===== src/rtl/tc_cmd_receiver.sv =====
// TinyComp command receiver: buffers LastALU words in a FIFO, decodes them and
// issues up to two DDR operations per word over a valid/ready handshake.
module tc_cmd_receiver #(
    parameter int DEPTH     = 8,
    parameter int RANK_BITS = 1
) (
    input  logic                   Ph0,
    input  logic                   Reset,
    input  logic [33:0]            LastALU,
    input  logic                   injectTC5address,
    input  logic                   InhibitDDR,
    input  logic                   ClearErr,
    output logic                   cmdValid,
    input  logic                   cmdReady,
    output logic [2:0]             cmdOut,
    output logic [2:0]             bankOut,
    output logic [13:0]            rowOut,
    output logic [13:0]            colOut,
    output logic [RANK_BITS-1:0]   rankOut,
    output logic                   overflow,
    output logic [$clog2(DEPTH):0] fifoCount
);

    localparam int AW = $clog2(DEPTH);
    localparam logic [AW:0] FULL_COUNT = (AW+1)'(DEPTH);

    localparam logic [1:0] S_IDLE = 2'd0;
    localparam logic [1:0] S_PRI  = 2'd1;
    localparam logic [1:0] S_ALT  = 2'd2;

    logic [33:0]          mem [DEPTH];
    logic [AW-1:0]        wr_ptr;
    logic [AW-1:0]        rd_ptr;
    logic [1:0]           state;
    logic                 full;
    logic                 empty;
    logic                 push;
    logic                 pop;
    logic                 accept;

    logic [33:0]          head;
    logic [2:0]           head_cmd;
    logic [2:0]           head_alt;
    logic [2:0]           head_bank;
    logic [13:0]          head_row;
    logic [13:0]          head_col;
    logic [RANK_BITS-1:0] head_rank;
    logic                 unused_bits;

    assign head      = mem[rd_ptr];
    assign head_cmd  = head[30:28];
    assign head_alt  = head[33:31];
    assign head_bank = head[11:9];
    assign head_row  = head[25:12];
    assign head_col  = {4'b0, head[7:0], 2'b0};
    assign head_rank = head[26 +: RANK_BITS];
    assign unused_bits = ^{head[8], head[33:26]};

    assign full   = (fifoCount == FULL_COUNT);
    assign empty  = (fifoCount == '0);
    assign accept = cmdValid & cmdReady;

    // An entry leaves the FIFO once its last operation is accepted, or at once
    // when it carries no operation at all.
    always_comb begin
        pop = 1'b0;
        case (state)
            S_IDLE:  pop = !empty && !InhibitDDR && (head_cmd == 3'd0) && (head_alt == 3'd0);
            S_PRI:   pop = accept && (head_alt == 3'd0);
            S_ALT:   pop = accept;
            default: pop = 1'b0;
        endcase
    end

    // A full FIFO still takes a word when the head leaves at the same edge.
    assign push = injectTC5address && (!full || pop);

    always_ff @(posedge Ph0) begin
        if (push) begin
            mem[wr_ptr] <= LastALU;
        end
    end

    always_ff @(posedge Ph0 or negedge Reset) begin
        if (!Reset) begin
            wr_ptr    <= '0;
            rd_ptr    <= '0;
            fifoCount <= '0;
            overflow  <= 1'b0;
        end else begin
            if (push) begin
                wr_ptr <= wr_ptr + 1'b1;
            end
            if (pop) begin
                rd_ptr <= rd_ptr + 1'b1;
            end
            case ({push, pop})
                2'b10:   fifoCount <= fifoCount + 1'b1;
                2'b01:   fifoCount <= fifoCount - 1'b1;
                default: fifoCount <= fifoCount;
            endcase
            if (injectTC5address && !push) begin
                overflow <= 1'b1;
            end else if (ClearErr) begin
                overflow <= 1'b0;
            end
        end
    end

    // Operation outputs are registered; they only change on an accept or when
    // a new entry is started, so they stay stable under backpressure.
    always_ff @(posedge Ph0 or negedge Reset) begin
        if (!Reset) begin
            state    <= S_IDLE;
            cmdValid <= 1'b0;
            cmdOut   <= '0;
            bankOut  <= '0;
            rowOut   <= '0;
            colOut   <= '0;
            rankOut  <= '0;
        end else begin
            case (state)
                S_IDLE: begin
                    if (!empty && !InhibitDDR) begin
                        if (head_cmd != 3'd0) begin
                            state    <= S_PRI;
                            cmdValid <= 1'b1;
                            cmdOut   <= head_cmd;
                            bankOut  <= head_bank;
                            rowOut   <= head_row;
                            rankOut  <= head_rank;
                            colOut   <= '0;
                        end else if (head_alt != 3'd0) begin
                            state    <= S_ALT;
                            cmdValid <= 1'b1;
                            cmdOut   <= head_alt;
                            bankOut  <= head_bank;
                            rowOut   <= head_row;
                            rankOut  <= head_rank;
                            colOut   <= head_col;
                        end
                    end
                end
                S_PRI: begin
                    if (accept) begin
                        if (head_alt != 3'd0) begin
                            state  <= S_ALT;
                            cmdOut <= head_alt;
                            colOut <= head_col;
                        end else begin
                            state    <= S_IDLE;
                            cmdValid <= 1'b0;
                        end
                    end
                end
                S_ALT: begin
                    if (accept) begin
                        state    <= S_IDLE;
                        cmdValid <= 1'b0;
                    end
                end
                default: begin
                    state    <= S_IDLE;
                    cmdValid <= 1'b0;
                end
            endcase
        end
    end

endmodule


===== config.mk =====
export PLATFORM = sky130hd
export DESIGN_NAME = tc_cmd_receiver
export DESIGN_NICKNAME = d
export VERILOG_FILES = /design/src/rtl/tc_cmd_receiver.sv
export SDC_FILE = /design/constraint.sdc
export NUM_CORES = 1
export LEC_CHECK = 0
export ABC_CLOCK_PERIOD_IN_PS = 6650
export CORE_UTILIZATION = 49
export CTS_CLUSTER_DIAMETER = 50
export DETAILED_ROUTE_END_ITERATION = 10
export GPL_ROUTABILITY_DRIVEN = 0
export PLACE_DENSITY = 0.65
export SLEW_MARGIN = 30
export SYNTH_ARGS = -nofsm -noshare
export SYNTH_HDL_FRONTEND = slang
export SYNTH_SLANG_ARGS = --single-unit

===== constraint.sdc =====
create_clock -name Ph0 -period 6.65 [get_ports Ph0]
set_input_delay 1.33 -clock Ph0 [delete_from_list [all_inputs] [get_ports Ph0]]
set_output_delay 1.33 -clock Ph0 [all_outputs]
set_load 0.02 [all_outputs]

==> flow_summary.json, run 1 <==
{
  "firstDrtPassIters": 5,
  "r2r_start": "rd_ptr[1]",
  "synth-warning-count": 0,
  "drtIter0Drc": 433,
  "post_cts_buffers": 0,
  "core-area_um2": 23500,
  "fp.dieW_um": 156,
  "clk_latency_ns": 0.55,
  "dieHeight_um": 156,
  "ys_seq_area_frac": 0.762,
  "setup_viol": 0,
  "max_freq_mhz": 211,
  "ant_nets": 0,
  "cp_data_arrival_time_ns": 4.97,
  "min_period_over_period": 0.712,
  "vias": 5698,
  "cts_num_sinks": 305,
  "leakagePower_nw": 4.75,
  "nets": 725,
  "worstPathRequired_ns": 6.88,
  "clock_skew_ns": 0.00901,
  "dpl_cell_area_um2": 12900,
  "syn_to_final_growth_pct": 19.3,
  "cts_resized": 0,
  "die_area_um2": 24500,
  "r2r_slack_ns": 1.92,
  "min_path_cells": 1,
  "path_clk_slew_ns": 0.06,
  "synth_top_cell_by_area": "edfxtp_1",
  "dp_cells": 966,
  "layout.cells.non_filler": 1023,
  "cts_max_level": 1,
  "grt_setup_unrepaired": "false",
  "r2r_cells": 8,
  "drive_gt1_frac": 0.203,
  "finalInstanceArea_um2": 14000,
  "track_usage": 0.193,
  "io_pins": 81,
  "routed_via_density": 5.57,
  "drv_cap": 0,
  "cp-startpoint": "rd_ptr[1]",
  "status": "finished, final reports clean",
  "port_buffers": 78,
  "wl_um": 22600,
  "grt_pass1_wl_um": 34800,
  "remaining_drc_errors": 0,
  "worst_pin_slew_ns": 0.871,
  "cts_buffers": 31,
  "synth_area_leaders": "edfxtp_1 (66%), mux4_2 (12%), dfrtp_1 (10%)",
  "maxSlewViolCount": 0,
  "avgSynthCellArea_um2": 20.2,
  "crit_path_end_kind": "flop",
  "antenna_found_initial": 1,
  "cts_root_buf": "clkbuf_16",
  "hold_start": "colOut[10]",
  "post-place-ws_ns": 1.73,
  "fillers": 1712,
  "r2r_end": "mem[3][5]",
  "startpoint_type": "flop",
  "wl_per_cell_um": 22.1,
  "syn-instance-count": 579,
  "cts_buffer_depth": 3,
  "hold_path.class": "reg -> reg",
  "hold_viol_final": 0,
  "synth_top_area_share": 0.657,
  "synth_nets": 624,
  "netlist_area_um2": 11700,
  "worstHoldEndpoint": "colOut[10]",
  "path_class": "reg -> reg",
  "rows": 56,
  "synth-seq-cells": 305,
  "fin_tns_setup_ns": 0,
  "antenna_cells": 0,
  "power_density_nw_per_um2": 442,
  "whs_ns": 0.480,
  "start_util": 0.498,
  "ir_drop_v": 0.000277,
  "cts_hold_buf": 0,
  "grt_start_max_net_pins": 50,
  "grt_pass1_vias": 6023,
  "cts_tree": "done",
  "overflow": 0,
  "min_period_ns": 4.73,
  "yosysUniqueCellTypes": 39,
  "fin_ws_ns": 1.92,
  "cp_max_fo": 20,
  "post-dp-hpwl_um": 12800,
  "relSlewSlack": 0.420
}
-- power by group --
group	total, mW	internal (mW)	switching [mW]
Sequential	2.67	2.44	0.221
Combinational	1.77	0.836	0.934
Clock	1.73	1.04	0.682
Total	6.16	4.32	1.84
-- layout make-up --
type / count / area, um2 / share of cell area
multi-input cells: 241 / 2690 / 0.193
clock buffers: 50 / 907 / 0.0650
flip-flops and latches: 305 / 8920 / 0.639
inverters: 8 / 30.0 / 0.00215
well taps: 319 / 399 / 0.0286
clock inverters: 7 / 118 / 0.00843
repair buffers: 93 / 888 / 0.0637
-- metal layers --
| layer | wire length (um) | global-route usage | share of wire | up-vias |
|---|---|---|---|---|
| met3 | 1010 | 0.0321 | 0.045 | 26 |
| met5 | 13 | 0 | 0.00058 | - |
| met1 | 9900 | 0.266 | 0.44 | 2991 |
| met4 | 320 | 0.0415 | 0.014 | 2 |
| li1 | - | - | - | 2538 |
| met2 | 11300 | 0.327 | 0.50 | 141 |
-- logic make-up after synthesis --
group           count (synthesis)  synth area share
flops                         305             0.762
mux                           101             0.155
fa+ha+maj                       5           0.00599
buf+inv                        33            0.0127
compound gates                 54            0.0293
simple gates                   76            0.0306
xor+xnor                        5           0.00374
-- stage by stage --
stage	util	power (mW)
after detailed placement	0.551	4.51
after CTS	0.594	6.24
after floorplan	-	3.87
after global placement	0.551	4.45
after global routing	0.594	6.46
final	0.594	6.16
-- cells in the final DEF, fill, tap and decap left out, types with 8 or more instances in the layout --
| cell | n |
|---|---|
| mux4_2 | 64 |
| edfxtp_1 | 256 |
| o21ai_0 | 27 |
| clkbuf_16 | 31 |
| nand2_1 | 35 |
| inv_1 | 8 |
| buf_4 | 15 |
| dfrtp_1 | 46 |
| clkbuf_1 | 13 |
| mux2i_1 | 33 |
| clkdlybuf4s50_1 | 77 |
-- worst max-delay path by stage --
stage,endpoint,slack [ns],cells after the start
3_5_place_dp,mem[3][4],1.73,7
3_3_place_gp,mem[5][13],1.76,7
5_1_grt,mem[5][32],1.67,8
4_1_cts,mem[5][32],1.86,8
2_1_floorplan,mem[1][0],1.31,6
6_report,mem[3][5],1.92,8
-- Yosys cell counts --
cell type    n
a32o_1       1
a221oi_1     1
or2_1        2
o21bai_1     1
nand3_2      1
o22ai_1      5
inv_1        8
clkbuf_1    12
o31ai_1      1
mux4_2      64
buf_1        8
nand3_1      4
nor2_1      11
mux2_2       4
xnor2_1      5
a21o_1       1
ha_1         4
o21ai_0     27
dfrtp_1     49
nor2b_1      2
or3_1        4
nor3_1       6
a22o_1       4
o211ai_1     2
o21ai_1      2
fa_1         1
nand4bb_1    1
nor3b_1      1
o41ai_4      1
buf_6        3
a21oi_1      6
edfxtp_1   256
nand2b_1     3
o221a_2      1
mux2i_1     33
a31oi_1      1
and2_1       6
buf_2        2
nand2_1     35
-- critical path, cell delays in order, from the launching register on --
cell and delay [ns]:
dfrtp_2 0.77, mux4_2 0.57, mux2i_1 0.32, nand3_1 0.31, o41ai_4 0.54, or2_1 0.36, o211ai_1 0.38, nor2_4 0.74
buf_4 0.39
-- registers in the layout, summed over array words and instances (netlist names) --
name and flops:
rowOut 14, fifoCount 4, colOut 14, state 2, wr_ptr 3, mem 256
bankOut 3, cmdValid 1, cmdOut 3, rd_ptr 3, overflow 1, rankOut 1
(Power assumes the default switching activity.)
==> run 2: changes to the inputs <==
- ABC_CLOCK_PERIOD_IN_PS: 6650 -> 4200
- PLACE_DENSITY: 0.65 -> 0.68
- clock period: 6.65 -> 4.2 ns (I/O delays scaled with it)
==> flow_summary.json, run 2 (synthesis gave the netlist of run 1 again) <==
{
  "largest_reg_flops": 256,
  "p_comb_frac": 0.295,
  "setup_viol": 0,
  "largest-register": "mem",
  "met3_usage": 0.0379,
  "hold_viol_final": 0,
  "cp_data_arrival_time_ns": 4.21,
  "power_density_nw_per_um2": 702,
  "io_pins": 81,
  "mostFrequentLayoutCell": "edfxtp_1",
  "leakagePower_nw": 4.89,
  "drive_gt1_frac": 0.228,
  "grt_pass1_vias": 6163,
  "crit_path_end_kind": "flop",
  "cts_tree": "done",
  "clock_skew_ns": 0.0203,
  "startpoint_type": "flop",
  "cts_num_sinks": 305,
  "nets": 740,
  "relSlewSlack": 0.503,
  "ant_nets": 0,
  "antenna_found_initial": 0,
  "worst_pin_slew_ns": 0.746,
  "cts_hold_buf": 0,
  "overflow": 0,
  "max_freq_mhz": 260,
  "hold_path.class": "in -> async",
  "post_cts_buffers": 0,
  "fin_tns_setup_ns": 0,
  "layout_common_cells": "edfxtp_1 (256), clkdlybuf4s50_1 (77), mux4_2 (64), dfrtp_1 (46)",
  "die_area_um2": 24500,
  "post-dp-hpwl_um": 13300,
  "path_clk_slew_ns": 0.06,
  "drtIter0Drc": 435,
  "grt_setup_unrepaired": "false",
  "path_class": "reg -> reg",
  "grt_busiest_layer": "met2",
  "wl_um": 22600,
  "cts_root_buf": "clkbuf_16",
  "port_buffers": 78,
  "power.internal_mw": 7.05,
  "finalInstanceArea_um2": 14300,
  "clk_latency_ns": 0.50,
  "maxSlewViolCount": 0,
  "swShare": 0.297,
  "syn_to_final_growth_pct": 22.1,
  "grtUsageMet1": 0.279,
  "grt_start_max_net_pins": 47,
  "pwr-share-seq": 0.418,
  "core-area_um2": 23500,
  "p_switching_mw": 2.98,
  "grt_pass1_wl_um": 35600,
  "fp.dieW_um": 156,
  "status": "finished, final reports clean",
  "firstDrtPassIters": 5,
  "p_clk_frac": 0.287,
  "worstPathRequired_ns": 4.57,
  "wl_per_cell_um": 21.8,
  "cp_max_fo": 11,
  "vias": 5831,
  "track_usage": 0.198,
  "remaining_drc_errors": 0,
  "drv_cap": 0,
  "met2_usage": 0.319,
  "routed_via_density": 5.61,
  "top_regs": "mem (256), colOut (14), rowOut (14)",
  "min_period_over_period": 0.914,
  "cts_buffers": 34,
  "antenna_cells": 0,
  "ir_drop_v": 0.000433,
  "start_util": 0.498,
  "min_period_ns": 3.84,
  "rows": 56,
  "finalPower_mw": 10.0,
  "cts_max_level": 2,
  "cts_buffer_depth": 3,
  "cts_resized": 0,
  "dieHeight_um": 156,
  "dpl_cell_area_um2": 13200
}
run 2: cell types whose count changed in the layout (fill, tap and decap cells not counted), moves of 2 or more:
cell,change
buf_12,+10
buf_4,+3
nor3_2,-2
clkinv_1,+3
clkinv_2,+3
clkbuf_16,+4
nor3_4,+2
clkbuf_1,-7
run 2: worst paths after layout:
| check | start | endpoint | slack [ns] | cells after the start |
|---|---|---|---|---|
| max | rd_ptr[1] | fifoCount[3] | 0.36 | 12 |
| min | Reset | colOut[8] | 0.34 | 1 |
| max reg2reg | rd_ptr[1] | fifoCount[3] | 0.36 | 12 |
| min reg2reg | bankOut[2] | bankOut[2] | 0.48 | 2 |
| max in group asynchronous | Reset | rowOut[0] | 3.18 | 2 |
| min in group Ph0 | bankOut[2] | bankOut[2] | 0.48 | 2 |
run 2: per-stage QoR:
step	utilization	hold slack (ns)	setup slack [ns]	instances
after CTS	0.608	0.486	0.380	1039
after floorplan	-	0.488	0.0574	579
final	0.608	0.343	0.360	1039
after global routing	0.608	0.364	0.0856	1039
after detailed placement	0.561	0.472	0.386	978
after global placement	0.560	0.466	0.400	978
run 2: power groups by stage:
stage          registers [mW]  clock network (mW)  logic, mW
2_1_floorplan            4.28                   0       1.85
3_3_place_gp             4.22                   0       2.93
3_5_place_dp             4.25                   0       2.99
4_1_cts                  4.19                2.94       3.01
5_1_grt                  4.25                3.05       3.21
6_report                 4.19                2.88       2.96
run 2: metal layers:
layer | wire length, um | up-vias
li1 | - | 2568
met1 | 10200 | 3077
met2 | 11000 | 158
met3 | 1170 | 28
met4 | 323 | 0
met5 | 0 | -
run 2: final cells by class:
class / instances / area [um2]
Sequential cell: 305 / 8920
Multi-Input combinational cell: 241 / 2710
Inverter: 8 / 30.0
Fill cell: 1667 / 9200
Clock inverter: 14 / 133
Tap cell: 319 / 399
Clock buffer: 47 / 981
Timing Repair Buffer: 105 / 1110
run 2: critical path, stage by stage (launching register included):
cell	delay, ns
dfrtp_2	0.57
mux4_2	0.55
mux2i_1	0.34
nand3_1	0.31
o41ai_4	0.54
o21bai_1	0.21
inv_1	0.12
ha_1	0.23
a21o_1	0.17
a21oi_1	0.20
nor3_1	0.09
a221oi_1	0.32
a21oi_1	0.07
